### src/rtl/dmem_port_arbiter_if.sv
// Request/response bundle shared by the two requesters of the data-port arbiter.
// Requester 0 is the core load/store unit; requester 1 is the testbench/DMA loader.
// The master modport is the requester side, and the slave modport is the arbiter side.
interface dmem_port_arbiter_if;
    // requester 0 request channel
    logic        req0_valid;
    logic        req0_ready;
    logic [31:0] req0_addr;
    logic [31:0] req0_wdata;
    logic [3:0]  req0_we;

    // requester 0 response channel
    logic        rsp0_valid;
    logic        rsp0_ready;
    logic [31:0] rsp0_rdata;
    logic        rsp0_err;

    // requester 1 request channel
    logic        req1_valid;
    logic        req1_ready;
    logic [31:0] req1_addr;
    logic [31:0] req1_wdata;
    logic [3:0]  req1_we;

    // requester 1 response channel
    logic        rsp1_valid;
    logic        rsp1_ready;
    logic [31:0] rsp1_rdata;
    logic        rsp1_err;

    modport master (
        output req0_valid, req0_addr, req0_wdata, req0_we, rsp0_ready,
        input  req0_ready, rsp0_valid, rsp0_rdata, rsp0_err,
        output req1_valid, req1_addr, req1_wdata, req1_we, rsp1_ready,
        input  req1_ready, rsp1_valid, rsp1_rdata, rsp1_err
    );

    modport slave (
        input  req0_valid, req0_addr, req0_wdata, req0_we, rsp0_ready,
        output req0_ready, rsp0_valid, rsp0_rdata, rsp0_err,
        input  req1_valid, req1_addr, req1_wdata, req1_we, rsp1_ready,
        output req1_ready, rsp1_valid, rsp1_rdata, rsp1_err
    );
endinterface

### src/rtl/dmem_port_arbiter.sv
// Two-requester arbiter and access sequencer for the data port of the unified
// simulation memory. Each transaction is sequenced as IDLE -> ACCESS -> RESP, and only
// one transaction is in flight at a time.
// Optional feature macro: DMEM_ARB_RR_EN.
//   defined   -> round-robin on ties, tracked by the last_grant register
//   undefined -> fixed priority, requester 0 wins ties
module dmem_port_arbiter #(
    parameter int MEM_WORDS = 2048
) (
    input  logic                  clk,
    input  logic                  rst_n,
    dmem_port_arbiter_if.slave    bus,
    output logic [31:0]           mem_addr,
    output logic [31:0]           mem_wdata,
    output logic [3:0]            mem_we,
    output logic                  mem_re,
    input  logic [31:0]           mem_rdata
);

    localparam logic [31:0] MEM_WORDS_32 = 32'(MEM_WORDS);

    typedef enum logic [1:0] {
        IDLE   = 2'd0,
        ACCESS = 2'd1,
        RESP   = 2'd2
    } state_t;

    state_t      state;
    state_t      state_next;

    logic        grant0;
    logic        grant1;
    logic        prefer0;
    logic        req_fire;
    logic        rsp_fire;

    logic [31:0] sel_addr;
    logic [31:0] sel_wdata;
    logic [3:0]  sel_we;
    logic        sel_oor;

    logic        owner;
    logic [31:0] lat_addr;
    logic [31:0] lat_wdata;
    logic [3:0]  lat_we;
    logic        lat_oor;

    logic [31:0] rsp_rdata;
    logic        rsp_err;

`ifdef DMEM_ARB_RR_EN
    logic        last_grant;

    // Remember who won the most recent handshake; reset to 1 so the first tie goes to requester 0
    always_ff @(posedge clk) begin
        if (!rst_n) begin
            last_grant <= 1'b1;
        end else if (req_fire) begin
            last_grant <= grant1;
        end
    end

    assign prefer0 = last_grant;
`else
    assign prefer0 = 1'b1;
`endif

    // Arbitration is only open in IDLE and out of reset, so no handshake can complete while rst_n is low
    always_comb begin
        grant0 = 1'b0;
        grant1 = 1'b0;
        if (state == IDLE && rst_n) begin
            if (bus.req0_valid && (!bus.req1_valid || prefer0)) begin
                grant0 = 1'b1;
            end else if (bus.req1_valid) begin
                grant1 = 1'b1;
            end
        end
    end

    assign req_fire = grant0 | grant1;

    assign bus.req0_ready = grant0;
    assign bus.req1_ready = grant1;

    // Select the winning request's fields and range-check its word index before latching
    always_comb begin
        sel_addr  = bus.req0_addr;
        sel_wdata = bus.req0_wdata;
        sel_we    = bus.req0_we;
        if (grant1) begin
            sel_addr  = bus.req1_addr;
            sel_wdata = bus.req1_wdata;
            sel_we    = bus.req1_we;
        end
        sel_oor = ({2'b00, sel_addr[31:2]} >= MEM_WORDS_32);
    end

    // The response handshake belongs to whichever requester owns the transaction
    assign rsp_fire = (state == RESP) && (owner ? bus.rsp1_ready : bus.rsp0_ready);

    // State register
    always_ff @(posedge clk) begin
        if (!rst_n) begin
            state <= IDLE;
        end else begin
            state <= state_next;
        end
    end

    // Next-state logic: ACCESS is always a single cycle, and RESP waits for the owner's ready
    always_comb begin
        state_next = state;
        case (state)
            IDLE:    if (req_fire) state_next = ACCESS;
            ACCESS:  state_next = RESP;
            RESP:    if (rsp_fire) state_next = IDLE;
            default: state_next = IDLE;
        endcase
    end

    // Latch the accepted request so the requester is free to change its inputs after the handshake
    always_ff @(posedge clk) begin
        if (!rst_n) begin
            owner     <= 1'b0;
            lat_addr  <= '0;
            lat_wdata <= '0;
            lat_we    <= '0;
            lat_oor   <= 1'b0;
        end else if (req_fire) begin
            owner     <= grant1;
            lat_addr  <= sel_addr;
            lat_wdata <= sel_wdata;
            lat_we    <= sel_we;
            lat_oor   <= sel_oor;
        end
    end

    // Capture the response in ACCESS; only in-range reads return memory data
    always_ff @(posedge clk) begin
        if (!rst_n) begin
            rsp_rdata <= '0;
            rsp_err   <= 1'b0;
        end else if (state == ACCESS) begin
            rsp_rdata <= (!lat_oor && lat_we == 4'b0000) ? mem_rdata : 32'h0;
            rsp_err   <= lat_oor;
        end
    end

    // Drive the memory port only during an in-range ACCESS; strobes are gated by rst_n so reset kills the access
    always_comb begin
        mem_addr       = '0;
        mem_wdata      = '0;
        mem_we         = '0;
        mem_re         = 1'b0;
        bus.rsp0_valid = 1'b0;
        bus.rsp1_valid = 1'b0;
        if (state == ACCESS && !lat_oor) begin
            mem_addr  = lat_addr;
            mem_wdata = lat_wdata;
            mem_we    = lat_we & {4{rst_n}};
            mem_re    = rst_n & (lat_we == 4'b0000);
        end
        if (state == RESP && rst_n) begin
            bus.rsp0_valid = ~owner;
            bus.rsp1_valid = owner;
        end
    end

    assign bus.rsp0_rdata = owner ? 32'h0 : rsp_rdata;
    assign bus.rsp0_err   = ~owner & rsp_err;
    assign bus.rsp1_rdata = owner ? rsp_rdata : 32'h0;
    assign bus.rsp1_err   = owner & rsp_err;

    // Arbitration never grants both requesters together
    a_single_grant: assert property (@(posedge clk) disable iff (!rst_n)
        !(grant0 && grant1));

    // ACCESS never lasts longer than one cycle
    a_access_one_cycle: assert property (@(posedge clk) disable iff (!rst_n)
        (state == ACCESS) |=> (state == RESP));

    // A pending response holds its data until it is consumed
    a_rsp_stable: assert property (@(posedge clk) disable iff (!rst_n)
        (state == RESP && !rsp_fire) |=> ($stable(rsp_rdata) && $stable(rsp_err) && $stable(owner)));

    // The memory strobes stay quiet outside ACCESS
    a_mem_quiet: assert property (@(posedge clk)
        (state != ACCESS) |-> (mem_we == 4'b0000 && !mem_re));

endmodule
### src/flat_wrapper.sv
// flat-port wrapper written by rule: the top's interface ports become plain ports
module dmem_port_arbiter_flat 
#(
    parameter int MEM_WORDS = 2048
)
  (clk, rst_n, mem_addr, mem_wdata, mem_we, mem_re, mem_rdata, bus_req0_valid, bus_req0_addr, bus_req0_wdata, bus_req0_we, bus_rsp0_ready, bus_req0_ready, bus_rsp0_valid, bus_rsp0_rdata, bus_rsp0_err, bus_req1_valid, bus_req1_addr, bus_req1_wdata, bus_req1_we, bus_rsp1_ready, bus_req1_ready, bus_rsp1_valid, bus_rsp1_rdata, bus_rsp1_err);
  dmem_port_arbiter_if bus_i ();
  input  logic clk;
  input  logic rst_n;
  output logic [31:0] mem_addr;
  output logic [31:0] mem_wdata;
  output logic [3:0] mem_we;
  output logic mem_re;
  input  logic [31:0] mem_rdata;
  input wire logic [$bits(bus_i.req0_valid)-1:0] bus_req0_valid;
  input wire logic [$bits(bus_i.req0_addr)-1:0] bus_req0_addr;
  input wire logic [$bits(bus_i.req0_wdata)-1:0] bus_req0_wdata;
  input wire logic [$bits(bus_i.req0_we)-1:0] bus_req0_we;
  input wire logic [$bits(bus_i.rsp0_ready)-1:0] bus_rsp0_ready;
  output wire logic [$bits(bus_i.req0_ready)-1:0] bus_req0_ready;
  output wire logic [$bits(bus_i.rsp0_valid)-1:0] bus_rsp0_valid;
  output wire logic [$bits(bus_i.rsp0_rdata)-1:0] bus_rsp0_rdata;
  output wire logic [$bits(bus_i.rsp0_err)-1:0] bus_rsp0_err;
  input wire logic [$bits(bus_i.req1_valid)-1:0] bus_req1_valid;
  input wire logic [$bits(bus_i.req1_addr)-1:0] bus_req1_addr;
  input wire logic [$bits(bus_i.req1_wdata)-1:0] bus_req1_wdata;
  input wire logic [$bits(bus_i.req1_we)-1:0] bus_req1_we;
  input wire logic [$bits(bus_i.rsp1_ready)-1:0] bus_rsp1_ready;
  output wire logic [$bits(bus_i.req1_ready)-1:0] bus_req1_ready;
  output wire logic [$bits(bus_i.rsp1_valid)-1:0] bus_rsp1_valid;
  output wire logic [$bits(bus_i.rsp1_rdata)-1:0] bus_rsp1_rdata;
  output wire logic [$bits(bus_i.rsp1_err)-1:0] bus_rsp1_err;
  assign bus_i.req0_valid = bus_req0_valid;
  assign bus_i.req0_addr = bus_req0_addr;
  assign bus_i.req0_wdata = bus_req0_wdata;
  assign bus_i.req0_we = bus_req0_we;
  assign bus_i.rsp0_ready = bus_rsp0_ready;
  assign bus_req0_ready = bus_i.req0_ready;
  assign bus_rsp0_valid = bus_i.rsp0_valid;
  assign bus_rsp0_rdata = bus_i.rsp0_rdata;
  assign bus_rsp0_err = bus_i.rsp0_err;
  assign bus_i.req1_valid = bus_req1_valid;
  assign bus_i.req1_addr = bus_req1_addr;
  assign bus_i.req1_wdata = bus_req1_wdata;
  assign bus_i.req1_we = bus_req1_we;
  assign bus_i.rsp1_ready = bus_rsp1_ready;
  assign bus_req1_ready = bus_i.req1_ready;
  assign bus_rsp1_valid = bus_i.rsp1_valid;
  assign bus_rsp1_rdata = bus_i.rsp1_rdata;
  assign bus_rsp1_err = bus_i.rsp1_err;
  dmem_port_arbiter #(.MEM_WORDS(MEM_WORDS)) u_core (.clk(clk), .rst_n(rst_n), .bus(bus_i), .mem_addr(mem_addr), .mem_wdata(mem_wdata), .mem_we(mem_we), .mem_re(mem_re), .mem_rdata(mem_rdata));
endmodule
### config.mk
export PLATFORM = sky130hd
export DESIGN_NAME = dmem_port_arbiter_flat
export DESIGN_NICKNAME = d
export VERILOG_FILES = /design/src/rtl/dmem_port_arbiter_if.sv /design/src/rtl/dmem_port_arbiter.sv /design/src/flat_wrapper.sv
export SDC_FILE = /design/constraint.sdc
export NUM_CORES = 1
export LEC_CHECK = 0
export CORE_MARGIN = 2
export CORE_UTILIZATION = 39
export CTS_CLUSTER_DIAMETER = 60
export DETAILED_ROUTE_END_ITERATION = 10
export PLACE_DENSITY = 0.82
export SLEW_MARGIN = 40
export SYNTH_ARGS = -nofsm -noshare
export SYNTH_HDL_FRONTEND = slang
export SYNTH_SLANG_ARGS = --single-unit
export TNS_END_PERCENT = 20
### constraint.sdc
create_clock -name clk -period 1.7 [get_ports clk]
set_input_delay 0.255 -clock clk [delete_from_list [all_inputs] [get_ports clk]]
set_output_delay 0.255 -clock clk [all_outputs]
set_load 0.02 [all_outputs]
==> impl_metrics.env <==
export IMPL_synth_area_leaders="dfxtp_1 (38%), a311oi_2 (13%), and2_1 (11%), nand3_1 (6.2%), a22o_1 (5.0%)"
export IMPL_timing_final_crit_period_ps=1899
export IMPL_synth_top_area_cell="dfxtp_1"
export IMPL_cts_root_buffer="clkbuf_16"
export IMPL_floorplan_initialDensity_pct=39.95
export IMPL_remaining_drc_errors=0
export IMPL_clock_latency_ps=350
export IMPL_tritoncts="yes"
export IMPL_synth_cell_type_count=29
export IMPL_ir_drop_mv=0.4899
export IMPL_gr_usage_all_layers_pct=27.14
export IMPL_vias_per_cell=5.303
export IMPL_synth_avg_cell_area_sq_um=8.551
export IMPL_timing_rr_start="u_core.state[0]"
export IMPL_cts_htree_levels=3
export IMPL_fin_skew_ps=6.362
export IMPL_clkSinkCount=105
export IMPL_post_synth_inst_count=651
export IMPL_non_filler_instances=1178
export IMPL_place_port_buffers=312
export IMPL_finalWorstSetupSlack_ps=-199.1
export IMPL_finalInstanceArea_sq_um=10120
export IMPL_timing_critical_path_required_ps=1440
export IMPL_worstSetupPathType="flip-flop to output pin"
export IMPL_filler_cell_count=1098
export IMPL_rr_endpoint="u_core.lat_wdata[8]"
export IMPL_drv_max_cap_violation_count=0
export IMPL_drive_above_1_share_pct=33.27
export IMPL_status="complete, but fails checks"
export IMPL_detailroute_via_count=6247
export IMPL_design_portCount=313
export IMPL_register_bit_count_reported_by_yosys=105
export IMPL_number_of_global_route_vias_before_repair=5840
export IMPL_dp_cells=1123
export IMPL_crit_path_start="u_core.state[1]"
export IMPL_postRouteWirelength_um=22100
export IMPL_finalNetCount=1167
export IMPL_globalRouteOverflowTotal=0
export IMPL_worst_pin_slew_ps=372.0
export IMPL_slew_limit_headroom_pct=74.97
export IMPL_yosysTopAreaCellShare_pct=37.76
export IMPL_hold_class="primary input to flip-flop"
export IMPL_synth_net_count=825
export IMPL_placed_cell_area_sq_um=9116
export IMPL_num_antenna_cells=0
export IMPL_finalWeightedCongestion=0.8513
export IMPL_reg2regPathDepth=7
export IMPL_drv_slew=0
export IMPL_maximum_buffer_depth_of_the_clock_tree=2
export IMPL_die_height_um=123.5
export IMPL_hold_viol_final=0
export IMPL_fmax_ghz=0.5266
export IMPL_design_power_total_w=0.006994
export IMPL_coreArea_sq_um=13930
export IMPL_yosys_warnings=0
export IMPL_worst_setup_slack_post_dpl_ps=-446.1
export IMPL_setup_worst_path_end_class="output pin"
export IMPL_grt_max_degree=49
export IMPL_critical_path_arrival_ps=1640
export IMPL_floorplan_die_area_sq_um=15240
export IMPL_synth_sequential_area_ratio_pct=37.76
export IMPL_dr_pass1_iters=5
export IMPL_die_width_um=123.5
export IMPL_worstSetupStartpointType="flip-flop"
export IMPL_grt_first_pass_wirelength_um=31440
export IMPL_violated_checks="setup timing"
export IMPL_power_per_cell_area_nw_per_um2=690.8
export IMPL_grt_antenna_before_repair=0
export IMPL_leakage_dissipation_nw=4.336
export IMPL_dr_first_iter_drc_count=387
export IMPL_worstSetupEndpoint="mem_we[0]"
export IMPL_final_period_utilization_pct=111.7
export IMPL_rrSetupSlack_ps=0
export IMPL_dr_wl_cell_um=18.76
export IMPL_clk_transition_reported_paths_ps=70
export IMPL_syn_cell_area_sq_um=5567
export IMPL_finalSetupViolations=71
export IMPL_drt_antenna_violating_nets=0
export IMPL_floorplan_row_count=43
export IMPL_synthToLayoutAreaGrowth_pct=81.88
export IMPL_grt_setup_unrepaired="yes"
export IMPL_holdBufCountCts=0
export IMPL_numCtsBuffers=9
export IMPL_place_hpwl_um=14590
export IMPL_whs_ps=481.0
export IMPL_critical_path_peak_fanout=7
critical path, stage by stage (launching register included):
cell      delay (ps)
dfxtp_2          320
nand2b_4         150
nor2_4           150
buf_8            140
buf_12           110
buf_16           120
and3_4           180
buf_6            120
Yosys cell counts:
cell,instances
nand2b_1,2
o211a_1,1
dfxtp_1,105
nand2_2,1
inv_1,2
nand3_1,69
nor3b_1,1
o21ai_0,2
clkbuf_1,41
nor4_1,8
o22ai_1,1
nand2_1,70
a2111o_1,1
a22o_1,32
mux2i_1,2
o21a_1,1
inv_2,1
or4_1,1
nor2b_1,35
a311oi_1,17
a311oi_2,50
nor2_1,72
and2_1,99
buf_2,12
a21oi_1,3
buf_4,9
buf_6,6
nand4_1,1
and3_1,6
cell usage in the layout (no fill, tap or decap), types with 4 or more instances in the layout:
| master | count |
|---|---|
| clkdlybuf4s50_1 | 173 |
| dfxtp_1 | 102 |
| buf_6 | 84 |
| nand2_1 | 70 |
| nand3_1 | 69 |
| nor2_1 | 65 |
| and2_4 | 59 |
| a311oi_2 | 50 |
| buf_4 | 44 |
| and2_1 | 40 |
| nor2b_1 | 34 |
| a22o_1 | 32 |
| dlygate4sd2_1 | 32 |
| clkbuf_2 | 24 |
| buf_12 | 18 |
| a311oi_1 | 17 |
| clkbuf_16 | 13 |
| nor4_1 | 8 |
| clkdlybuf4s15_1 | 7 |
| buf_16 | 6 |
| nor2_2 | 5 |
| and3_4 | 4 |
metrics by stage:
| step | setup TNS (ps) | util (%) |
|---|---|---|
| after global routing | -13010 | 72.66 |
| after floorplan | 0 | - |
| final | -8375 | 72.66 |
| after global placement | -36740 | 65.42 |
| after CTS | -15040 | 71.16 |
| after detailed placement | -40240 | 65.42 |
timing repair:
item | 4_1_cts | 5_1_grt
resized for setup | 584 | 81
setup endpoints to repair | 207 | 172
pin swaps | 26 | 59
gates cloned | 8 | 4
buffers inserted | 16 | 14
power by group:
group / internal (W) / leakage (nW) / switching [W]
clock network: 0.000991 / 0.122 / 0.000950
registers: 0.00266 / 0.863 / 0.000125
logic: 0.00126 / 3.35 / 0.00101
total: 0.00491 / 4.34 / 0.00208
cells by family (layout without fill, tap and decap cells):
group | after synthesis | in the layout | synth area share [%]
mux | 2 | 2 | 0.3596
flops | 105 | 105 | 37.76
simple gates | 365 | 365 | 33.13
buf+inv | 71 | 418 | 6.473
compound gates | 108 | 108 | 22.27
how the worst min path moves through the flow:
stage | from | endpoint | slack [ps] | cells after the start
2_1_floorplan | mem_rdata[0] | u_core.rsp_rdata[0] | 390 | 1
3_3_place_gp | u_core.rsp_rdata[31] | u_core.rsp_rdata[31] | 460 | 1
3_5_place_dp | u_core.rsp_rdata[1] | u_core.rsp_rdata[1] | 470 | 1
4_1_cts | bus_req0_addr[2] | u_core.lat_addr[2] | 470 | 3
5_1_grt | bus_req0_wdata[30] | u_core.lat_wdata[30] | 490 | 3
6_report | bus_req0_addr[2] | u_core.lat_addr[2] | 480 | 3
sequential cells by signal (all words and copies together), names as in the netlist:
| name | count |
|---|---|
| u_core.state | 2 |
| u_core.lat_wdata | 32 |
| u_core.lat_addr | 32 |
| u_core.rsp_err | 1 |
| u_core.lat_oor | 1 |
| u_core.owner | 1 |
| u_core.rsp_rdata | 32 |
| u_core.lat_we | 4 |
layer usage:
metal	share of wire [%]	global-route usage (%)	routed length [um]	vias up
li1	-	-	-	2980
met1	38	30.97	8339	2895
met2	50	45.91	10960	311
met3	8.6	7.795	1911	61
met4	4.0	14.06	884	0
met5	0	0	0	-
layout make-up:
cell class,count,area (sq um),share of cell area [%]
clock buffer,11,232.7,2.299
timing repair buffer,399,4172,41.20
clock inverter,5,32.53,0.3213
sequential,105,2111,20.85
tap,180,225.2,2.224
multi-input combinational,475,3339,32.98
inverter,3,12.51,0.1236
Power figures use the tool's default switching activity.
